==> src/rtl/mem_stage_ctrl_if.sv <==
`default_nettype none
// ============================================================================
// Module      : mem_stage_ctrl_if
// Description : Bundle of the memory-stage controller's EX/MEM inputs, data
//               cache handshake and MEM/WB outputs.
//               master : upstream pipeline + cache side (drives EX/MEM fields,
//                        dhit, dmemload; observes everything the stage drives)
//               slave  : mem_stage_ctrl itself
//               Signal groups:
//                 EX/MEM in : dmemREN/WEN/addr/store_EX_MEM, result_EX_MEM,
//                             WEN_EX_MEM, wsel_EX_MEM, mem_to_reg_EX_MEM,
//                             halt_EX_MEM
//                 cache     : dhit, dmemload (in); dmemREN, dmemWEN, dmemaddr,
//                             dmemstore (out)
//                 pipeline  : stall_MEM, wdat/wsel/WEN/halt_MEM_WB, stall_cnt
// Revision    : 1.0  initial release
// ============================================================================
interface mem_stage_ctrl_if #(
  parameter int CNT_W = 16
);
  logic             dmemREN_EX_MEM;
  logic             dmemWEN_EX_MEM;
  logic [31:0]      dmemaddr_EX_MEM;
  logic [31:0]      dmemstore_EX_MEM;
  logic [31:0]      result_EX_MEM;
  logic             WEN_EX_MEM;
  logic [4:0]       wsel_EX_MEM;
  logic             mem_to_reg_EX_MEM;
  logic             halt_EX_MEM;
  logic             dhit;
  logic [31:0]      dmemload;
  logic             dmemREN;
  logic             dmemWEN;
  logic [31:0]      dmemaddr;
  logic [31:0]      dmemstore;
  logic             stall_MEM;
  logic [31:0]      wdat_MEM_WB;
  logic [4:0]       wsel_MEM_WB;
  logic             WEN_MEM_WB;
  logic             halt_MEM_WB;
  logic [CNT_W-1:0] stall_cnt;

  modport master (
    output dmemREN_EX_MEM, dmemWEN_EX_MEM, dmemaddr_EX_MEM, dmemstore_EX_MEM,
           result_EX_MEM, WEN_EX_MEM, wsel_EX_MEM, mem_to_reg_EX_MEM,
           halt_EX_MEM, dhit, dmemload,
    input  dmemREN, dmemWEN, dmemaddr, dmemstore, stall_MEM, wdat_MEM_WB,
           wsel_MEM_WB, WEN_MEM_WB, halt_MEM_WB, stall_cnt
  );

  modport slave (
    input  dmemREN_EX_MEM, dmemWEN_EX_MEM, dmemaddr_EX_MEM, dmemstore_EX_MEM,
           result_EX_MEM, WEN_EX_MEM, wsel_EX_MEM, mem_to_reg_EX_MEM,
           halt_EX_MEM, dhit, dmemload,
    output dmemREN, dmemWEN, dmemaddr, dmemstore, stall_MEM, wdat_MEM_WB,
           wsel_MEM_WB, WEN_MEM_WB, halt_MEM_WB, stall_cnt
  );
endinterface
`default_nettype wire

==> src/rtl/mem_stage_ctrl.sv <==
`default_nettype none
// ============================================================================
// Module      : mem_stage_ctrl
// Description : Memory-stage controller. Issues EX/MEM loads/stores to the
//               data cache, stalls the pipeline until dhit, owns the MEM/WB
//               register, the sticky halt and a saturating stall counter.
// Ports       : CLK   - system clock, rising edge
//               nRST  - asynchronous active-low reset
//               bus   - mem_stage_ctrl_if.slave (EX/MEM fields, cache
//                       handshake, MEM/WB outputs, stall_MEM, stall_cnt)
// Parameters  : CNT_W - width of the saturating stall-cycle counter
// Revision    : 1.0  initial release
// ============================================================================
module mem_stage_ctrl #(
  parameter int CNT_W = 16
) (
  input  logic             CLK,
  input  logic             nRST,
  mem_stage_ctrl_if.slave  bus
);

  typedef enum logic [1:0] {
    ST_IDLE   = 2'd0,
    ST_WAIT   = 2'd1,
    ST_HALTED = 2'd2
  } state_t;

  localparam logic [CNT_W-1:0] C_CNT_MAX = '1;
  localparam logic [CNT_W-1:0] C_CNT_ONE = {{(CNT_W-1){1'b0}}, 1'b1};

  state_t           r_state;

  // Copy of the EX/MEM fields, refreshed every IDLE cycle and frozen in WAIT
  logic             r_hold_wr;
  logic             r_hold_rd;
  logic [31:0]      r_hold_addr;
  logic [31:0]      r_hold_store;
  logic [31:0]      r_hold_result;
  logic             r_hold_wen;
  logic [4:0]       r_hold_wsel;
  logic             r_hold_m2r;

  logic [31:0]      r_wdat;
  logic [4:0]       r_wsel;
  logic             r_wen;
  logic             r_halt;
  logic [CNT_W-1:0] r_stall_cnt;

  logic             w_wr;
  logic             w_rd;
  logic             w_req;
  logic             w_ren_out;
  logic             w_wen_out;
  logic [31:0]      w_addr_out;
  logic [31:0]      w_store_out;
  logic             w_stall;

  // A simultaneous read and write request is treated as a write only
  assign w_wr  = bus.dmemWEN_EX_MEM;
  assign w_rd  = bus.dmemREN_EX_MEM & ~bus.dmemWEN_EX_MEM;
  assign w_req = w_wr | w_rd;

  // Cache drive and stall. In WAIT only the hold registers reach the cache so
  // the request stays stable while the upstream fields move.
  always_comb begin
    w_ren_out   = 1'b0;
    w_wen_out   = 1'b0;
    w_addr_out  = 32'd0;
    w_store_out = 32'd0;
    w_stall     = 1'b0;
    case (r_state)
      ST_IDLE: begin
        w_ren_out   = w_rd;
        w_wen_out   = w_wr;
        w_addr_out  = bus.dmemaddr_EX_MEM;
        w_store_out = bus.dmemstore_EX_MEM;
        w_stall     = w_req & ~bus.dhit;
      end
      ST_WAIT: begin
        w_ren_out   = r_hold_rd;
        w_wen_out   = r_hold_wr;
        w_addr_out  = r_hold_addr;
        w_store_out = r_hold_store;
        w_stall     = ~bus.dhit;
      end
      default: begin
      end
    endcase
  end

  always_ff @(posedge CLK or negedge nRST) begin
    if (!nRST) begin
      r_state       <= ST_IDLE;
      r_hold_wr     <= 1'b0;
      r_hold_rd     <= 1'b0;
      r_hold_addr   <= 32'd0;
      r_hold_store  <= 32'd0;
      r_hold_result <= 32'd0;
      r_hold_wen    <= 1'b0;
      r_hold_wsel   <= 5'd0;
      r_hold_m2r    <= 1'b0;
      r_wdat        <= 32'd0;
      r_wsel        <= 5'd0;
      r_wen         <= 1'b0;
      r_halt        <= 1'b0;
      r_stall_cnt   <= '0;
    end else begin
      if (w_stall && (r_stall_cnt != C_CNT_MAX)) begin
        r_stall_cnt <= r_stall_cnt + C_CNT_ONE;
      end

      case (r_state)
        ST_IDLE: begin
          r_hold_wr     <= w_wr;
          r_hold_rd     <= w_rd;
          r_hold_addr   <= bus.dmemaddr_EX_MEM;
          r_hold_store  <= bus.dmemstore_EX_MEM;
          r_hold_result <= bus.result_EX_MEM;
          r_hold_wen    <= bus.WEN_EX_MEM;
          r_hold_wsel   <= bus.wsel_EX_MEM;
          r_hold_m2r    <= bus.mem_to_reg_EX_MEM;
          if (w_req && !bus.dhit) begin
            // Miss: bubble into MEM/WB and wait for the cache
            r_wdat  <= 32'd0;
            r_wsel  <= 5'd0;
            r_wen   <= 1'b0;
            r_state <= ST_WAIT;
          end else begin
            // Hit in the issue cycle, or a non-memory instruction
            r_wdat <= bus.mem_to_reg_EX_MEM ? bus.dmemload : bus.result_EX_MEM;
            r_wsel <= bus.wsel_EX_MEM;
            r_wen  <= bus.WEN_EX_MEM;
            if (!w_req && bus.halt_EX_MEM) begin
              r_halt  <= 1'b1;
              r_state <= ST_HALTED;
            end
          end
        end

        ST_WAIT: begin
          if (bus.dhit) begin
            r_wdat  <= r_hold_m2r ? bus.dmemload : r_hold_result;
            r_wsel  <= r_hold_wsel;
            r_wen   <= r_hold_wen;
            r_state <= ST_IDLE;
          end else begin
            r_wdat <= 32'd0;
            r_wsel <= 5'd0;
            r_wen  <= 1'b0;
          end
        end

        ST_HALTED: begin
          r_wdat <= 32'd0;
          r_wsel <= 5'd0;
          r_wen  <= 1'b0;
          r_halt <= 1'b1;
        end

        default: begin
          // Unused encoding: recover to IDLE with a bubble
          r_wdat  <= 32'd0;
          r_wsel  <= 5'd0;
          r_wen   <= 1'b0;
          r_state <= ST_IDLE;
        end
      endcase
    end
  end

  assign bus.dmemREN     = w_ren_out;
  assign bus.dmemWEN     = w_wen_out;
  assign bus.dmemaddr    = w_addr_out;
  assign bus.dmemstore   = w_store_out;
  assign bus.stall_MEM   = w_stall;
  assign bus.wdat_MEM_WB = r_wdat;
  assign bus.wsel_MEM_WB = r_wsel;
  assign bus.WEN_MEM_WB  = r_wen;
  assign bus.halt_MEM_WB = r_halt;
  assign bus.stall_cnt   = r_stall_cnt;

endmodule
`default_nettype wire

==> src/flat_wrapper.sv <==
// flat-port wrapper written by rule: the top's interface ports become plain ports
module mem_stage_ctrl_flat 
#(
  parameter int CNT_W = 16
)
  (CLK, nRST, bus_dmemREN_EX_MEM, bus_dmemWEN_EX_MEM, bus_dmemaddr_EX_MEM, bus_dmemstore_EX_MEM, bus_result_EX_MEM, bus_WEN_EX_MEM, bus_wsel_EX_MEM, bus_mem_to_reg_EX_MEM, bus_halt_EX_MEM, bus_dhit, bus_dmemload, bus_dmemREN, bus_dmemWEN, bus_dmemaddr, bus_dmemstore, bus_stall_MEM, bus_wdat_MEM_WB, bus_wsel_MEM_WB, bus_WEN_MEM_WB, bus_halt_MEM_WB, bus_stall_cnt);
  mem_stage_ctrl_if #(.CNT_W(CNT_W)) bus_i ();
  input  logic CLK;
  input  logic nRST;
  input wire logic [$bits(bus_i.dmemREN_EX_MEM)-1:0] bus_dmemREN_EX_MEM;
  input wire logic [$bits(bus_i.dmemWEN_EX_MEM)-1:0] bus_dmemWEN_EX_MEM;
  input wire logic [$bits(bus_i.dmemaddr_EX_MEM)-1:0] bus_dmemaddr_EX_MEM;
  input wire logic [$bits(bus_i.dmemstore_EX_MEM)-1:0] bus_dmemstore_EX_MEM;
  input wire logic [$bits(bus_i.result_EX_MEM)-1:0] bus_result_EX_MEM;
  input wire logic [$bits(bus_i.WEN_EX_MEM)-1:0] bus_WEN_EX_MEM;
  input wire logic [$bits(bus_i.wsel_EX_MEM)-1:0] bus_wsel_EX_MEM;
  input wire logic [$bits(bus_i.mem_to_reg_EX_MEM)-1:0] bus_mem_to_reg_EX_MEM;
  input wire logic [$bits(bus_i.halt_EX_MEM)-1:0] bus_halt_EX_MEM;
  input wire logic [$bits(bus_i.dhit)-1:0] bus_dhit;
  input wire logic [$bits(bus_i.dmemload)-1:0] bus_dmemload;
  output wire logic [$bits(bus_i.dmemREN)-1:0] bus_dmemREN;
  output wire logic [$bits(bus_i.dmemWEN)-1:0] bus_dmemWEN;
  output wire logic [$bits(bus_i.dmemaddr)-1:0] bus_dmemaddr;
  output wire logic [$bits(bus_i.dmemstore)-1:0] bus_dmemstore;
  output wire logic [$bits(bus_i.stall_MEM)-1:0] bus_stall_MEM;
  output wire logic [$bits(bus_i.wdat_MEM_WB)-1:0] bus_wdat_MEM_WB;
  output wire logic [$bits(bus_i.wsel_MEM_WB)-1:0] bus_wsel_MEM_WB;
  output wire logic [$bits(bus_i.WEN_MEM_WB)-1:0] bus_WEN_MEM_WB;
  output wire logic [$bits(bus_i.halt_MEM_WB)-1:0] bus_halt_MEM_WB;
  output wire logic [$bits(bus_i.stall_cnt)-1:0] bus_stall_cnt;
  assign bus_i.dmemREN_EX_MEM = bus_dmemREN_EX_MEM;
  assign bus_i.dmemWEN_EX_MEM = bus_dmemWEN_EX_MEM;
  assign bus_i.dmemaddr_EX_MEM = bus_dmemaddr_EX_MEM;
  assign bus_i.dmemstore_EX_MEM = bus_dmemstore_EX_MEM;
  assign bus_i.result_EX_MEM = bus_result_EX_MEM;
  assign bus_i.WEN_EX_MEM = bus_WEN_EX_MEM;
  assign bus_i.wsel_EX_MEM = bus_wsel_EX_MEM;
  assign bus_i.mem_to_reg_EX_MEM = bus_mem_to_reg_EX_MEM;
  assign bus_i.halt_EX_MEM = bus_halt_EX_MEM;
  assign bus_i.dhit = bus_dhit;
  assign bus_i.dmemload = bus_dmemload;
  assign bus_dmemREN = bus_i.dmemREN;
  assign bus_dmemWEN = bus_i.dmemWEN;
  assign bus_dmemaddr = bus_i.dmemaddr;
  assign bus_dmemstore = bus_i.dmemstore;
  assign bus_stall_MEM = bus_i.stall_MEM;
  assign bus_wdat_MEM_WB = bus_i.wdat_MEM_WB;
  assign bus_wsel_MEM_WB = bus_i.wsel_MEM_WB;
  assign bus_WEN_MEM_WB = bus_i.WEN_MEM_WB;
  assign bus_halt_MEM_WB = bus_i.halt_MEM_WB;
  assign bus_stall_cnt = bus_i.stall_cnt;
  mem_stage_ctrl #(.CNT_W(CNT_W)) u_core (.CLK(CLK), .nRST(nRST), .bus(bus_i));
endmodule
==> config.mk <==
export PLATFORM = sky130hd
export DESIGN_NAME = mem_stage_ctrl_flat
export DESIGN_NICKNAME = d
export VERILOG_FILES = /design/src/rtl/mem_stage_ctrl_if.sv /design/src/rtl/mem_stage_ctrl.sv /design/src/flat_wrapper.sv
export SDC_FILE = /design/constraint.sdc
export NUM_CORES = 1
export LEC_CHECK = 0
export ABC_CLOCK_PERIOD_IN_PS = 2000
export CAP_MARGIN = 5
export CORE_MARGIN = 2
export CORE_UTILIZATION = 47
export CTS_BUF_LIST = sky130_fd_sc_hd__clkbuf_8
export CTS_CLUSTER_DIAMETER = 100
export DETAILED_ROUTE_END_ITERATION = 10
export PLACE_DENSITY = 0.8
export SYNTH_ARGS = -nofsm -noshare
export SYNTH_HDL_FRONTEND = slang
export SYNTH_SLANG_ARGS = --single-unit
==> constraint.sdc <==
create_clock -name CLK -period 2 [get_ports CLK]
set_clock_uncertainty 0.05 [all_clocks]
set_input_delay 0.3 -clock CLK [delete_from_list [all_inputs] [get_ports CLK]]
set_output_delay 0.3 -clock CLK [all_outputs]
set_load 0.1 [all_outputs]
==> key figures <==
Run status
  – Status: finished with violations
  – Violations in the final reports: setup timing

CTS
  – H-tree depth: 4
  – Cts bufs inserted: 17
  – Worst-path clk slew: ~0.10 ns
  – TritonCTS clock tree: yes
  – Clock Latency Late Sink: 0.46 ns
  – Clock buffer depth: 2
  – Clock Root Buffer: clkbuf_8
  – CTS Sinks: about 160

Global route
  – Met2 usage: 50.43%
  – GRT Max-Usage Layer: met2
  – Total GRT Usage: 28.05%
  – Met1 usage: about 33%
  – Met3 GRT Util: 5.421%
  – GR Overflow Total: 0
  – Vias in the first global route: about 6700
  – First-pass GRT wire length: between 30000 and 40000 um
  – Maximum number of pins on one net before global-route repair: 67
  – Antenna violations before repair: 1

STA
  – F_max: 446.9 MHz
  – Final hold violations: 0
  – Post-route minimum period: 2.238 ns
  – Hold slack: roughly 0.27 ns
  – Final Cycle Share: 111.9%
  – Final Max Tran Viols: 0
  – Worst slew margin: between 60% and 70%
  – Setup violators final: 72
  – RSZ-0062 raised after global routing: true
  – PnR worst setup slack: -0.2377 ns
  – Slew @ Worst Pin: 0.5472 ns

Logic synthesis
  – Post-Synthesis Cells: 618
  – Synth area leaders: dfrtp_1 (53%), mux2i_1 (17%), mux2_2 (15%)
  – Syn Nets: 760
  – Synth warn: 0
  – Top-area cell type share of the netlist area: 52.69%
  – Yosys reg bits: approximately 160
  – Cell taking the most area after synthesis: dfrtp_1
  – Unique cell type count in the Yosys netlist: 35
  – Avg Cell Area, Syn: 12.45 sq um
  – Synthesized area: 0.007694 sq mm
  – Seq/Total Area, Yosys: 52.69%

Floorplanning
  – Die Span X: 131.9 um
  – FP Rows: 46
  – Io pins: 263
  – Initial Util: 48.26%
  – Core area: about 0.016 sq mm
  – Die Area: 0.01741 sq mm
  – Die height: 131.9 um

Worst setup path
  – Delay of the slowest critical-path stage: 0.56 ns
  – WS Path Type: flop to primary output
  – Critical Path RT: 1.65 ns
  – Crit-path max FO: 5
  – CP max-delay cell: dfrtp_4
  – Crit path capture type: primary output
  – Worst-path cell chain: buf_12 -> buf_16 -> mux2i_4 -> nor2_4 -> buf_12
  – CP dominant cell by count: buf_12
  – Worst path buffer plus inverter count: 3
  – Arrival time worst endpoint: 1.89 ns
  – CP Launch Type: flop
  – Delay-heaviest family, CP: flip-flops

Finish
  – Most frequent cells in the layout: dfrtp_1 (143), clkdlybuf4s50_1 (138), mux2_2 (104)
  – Filler instances: 812
  – Fin cells: about 1100
  – Nets@finish: between 1000 and 1500
  – Design Area, Final: 0.01312 sq mm
  – Area Growth Syn to Fin: 70.55%
  – Ratio of cells with drive above 1 in the final layout: 51.54%
  – Commonest non-fill, non-tap cell in the layout: dfrtp_1

Placement
  – PortBufs: 262
  – Dpl ws: -0.02647 ns
  – Post-DP HPWL: about 16000 um
  – Post-DP Area: 0.01176 sq mm
  – Placed Instances: between 1000 and 1500
  – GP Congestion: roughly 0.86

Pwr
  – Sw power: ~6.7 mW
  – Pint: 7.896 mW
  – Combinational power share: a little over half
  – Switching portion of total power: 46.06%
  – Maximum VDD drop: between 1000 and 1500 uV
  – Leak: between 5 and 6 nW
  – PwrDens: 1116 mW/mm^2
  – Clock power frac: between 10% and 20%
  – Seq pwr share: 30.2%
  – Post-route total power: around 15 mW

Detailed routing
  – Initial DRC Count: between 200 and 300
  – Drt pass-1 iters: 5
  – # DRC: 0
  – Vias per cell: 5.609
  – Routed WL: roughly 25000 um
  – Wire length per cell: 22.34 um
  – Post-DRT Antenna Nets: 0
  – DR vias: 6332

Worst hold path
  – Hold Crit Class: input pin to asynchronous set/reset pin

Job
  – Max-capacitance violation count: 0
power by group through the flow:
stage,combinational [mW],sequential [mW],clock [mW]
floorplan,3.72,5.46,0
global placement,7.06,4.31,0
detailed placement,7.17,4.36,0
CTS,7.56,4.37,2.54
global route,7.93,4.48,2.69
finish,7.72,4.42,2.50
what timing repair did:
| action | in CTS | in global routing |
|---|---|---|
| gates cloned | 6 | 4 |
| endpoints found under the setup margin | 67 | 106 |
| hold buffers | 1 | 0 |
| resized for setup | 91 | 24 |
| setup buffers | 11 | 4 |
| pin swaps | 23 | 17 |
| hold endpoints to repair | 38 | 0 |
routing by layer:
metal  vias up  part of all wire [%]
li1       2797                     -
met1      3240                    36
met2       235                    55
met3        60                   4.9
met4         0                   3.6
met5         -                     0
metrics by stage:
step,setup TNS [ns],utilization [%]
floorplan,-3.341,-
global placement,-0.02526,73.74
finish,-12.65,82.30
CTS,-11.89,80.62
global route,-17.78,82.30
detailed placement,-0.1221,73.74
cells by family (layout without fill, tap and decap cells):
group                      after synthesis  in the layout  synth area share, %
and+or+nand+nor                        115            115                6.782
DFF                                    162            162                52.69
muxes                                  234            234                32.15
xor gates and xnor gates                14             14                1.594
adders and majority gates                1              1               0.1626
AOI/OAI and AO/OA                       46             46                4.180
buffers and inverters                   46            340                2.439
other                                    0              1                    0
cell usage after synthesis:
cell type,instances
a21boi_1,1
a21oi_1,3
a31o_2,1
a32o_1,6
and2_1,1
and3_1,1
and4_1,2
buf_1,6
buf_2,9
buf_4,1
clkbuf_1,28
dfrtp_1,162
ha_1,1
inv_1,2
mux2_2,105
mux2i_1,129
nand2_1,11
nand2b_1,1
nand3_1,3
nand3b_1,1
nand4_1,4
nor2_1,74
nor3_1,5
nor3_2,1
nor3_4,1
nor3b_1,1
nor4_1,3
o2111ai_1,1
o21ai_0,1
o22ai_1,32
o311ai_2,1
or2_2,5
or4b_1,1
xnor2_1,5
xor2_1,9
worst paths after layout:
check                           cells past startpoint                          startpoint  slack, ns                                    to
max in group asynchronous                           3                                nRST       0.98   u_core.bus.stall_cnt[7]$_DFFE_PN0P_
worst max-delay path                                5       u_core.r_state[0]$_DFFE_PN0P_      -0.24                     bus_dmemstore[28]
min in group CLK                                    3               bus_mem_to_reg_EX_MEM       0.38  u_core.bus.wdat_MEM_WB[22]$_DFF_PN0_
worst max register to register                      9       u_core.r_state[0]$_DFFE_PN0P_      -0.07  u_core.bus.stall_cnt[14]$_DFFE_PN0P_
worst min register to register                      1  u_core.bus.halt_MEM_WB$_DFFE_PN0P_       0.45    u_core.bus.halt_MEM_WB$_DFFE_PN0P_
worst min-delay path                                2                                nRST       0.27    u_core.r_hold_store[5]$_DFFE_PN0N_
cell type report:
class                           instances  area [sq um]  share of cell area (%)
Antenna cell                            1         2.502                 0.01907
Inverter                                2         7.507                 0.05721
Multi-Input combinational cell        410          4483                   34.17
Tap cell                              216         270.3                   2.060
Clock buffer                           17         234.0                   1.783
Sequential cell                       162          4083                   31.11
Timing Repair Buffer                  306          3871                   29.50
Clock inverter                         15         170.2                   1.297
flip-flops by register name, indices dropped and copies added, names as in the netlist:
| register | cells |
|---|---|
| u_core.r_hold_result | 32 |
| u_core.r_hold_m2r | 1 |
| u_core.r_hold_store | 32 |
| u_core.r_hold_wen | 1 |
| u_core.bus.wsel_MEM_WB | 5 |
| u_core.bus.stall_cnt | 16 |
| u_core.bus.WEN_MEM_WB | 1 |
| u_core.bus.halt_MEM_WB | 1 |
| u_core.r_state | 2 |
| u_core.r_hold_rd | 1 |
| u_core.r_hold_wr | 1 |
| u_core.r_hold_wsel | 5 |
| u_core.r_hold_addr | 32 |
| u_core.bus.wdat_MEM_WB | 32 |
worst register-to-register path, delay by kind of cell (launching register included):
family        cells  cell delay (ns)
buf+inv           4             0.48
xor+xnor          1             0.15
flops             1             0.51
simple gates      4             0.81
Note: power is estimated with default switching activity, not from simulation.
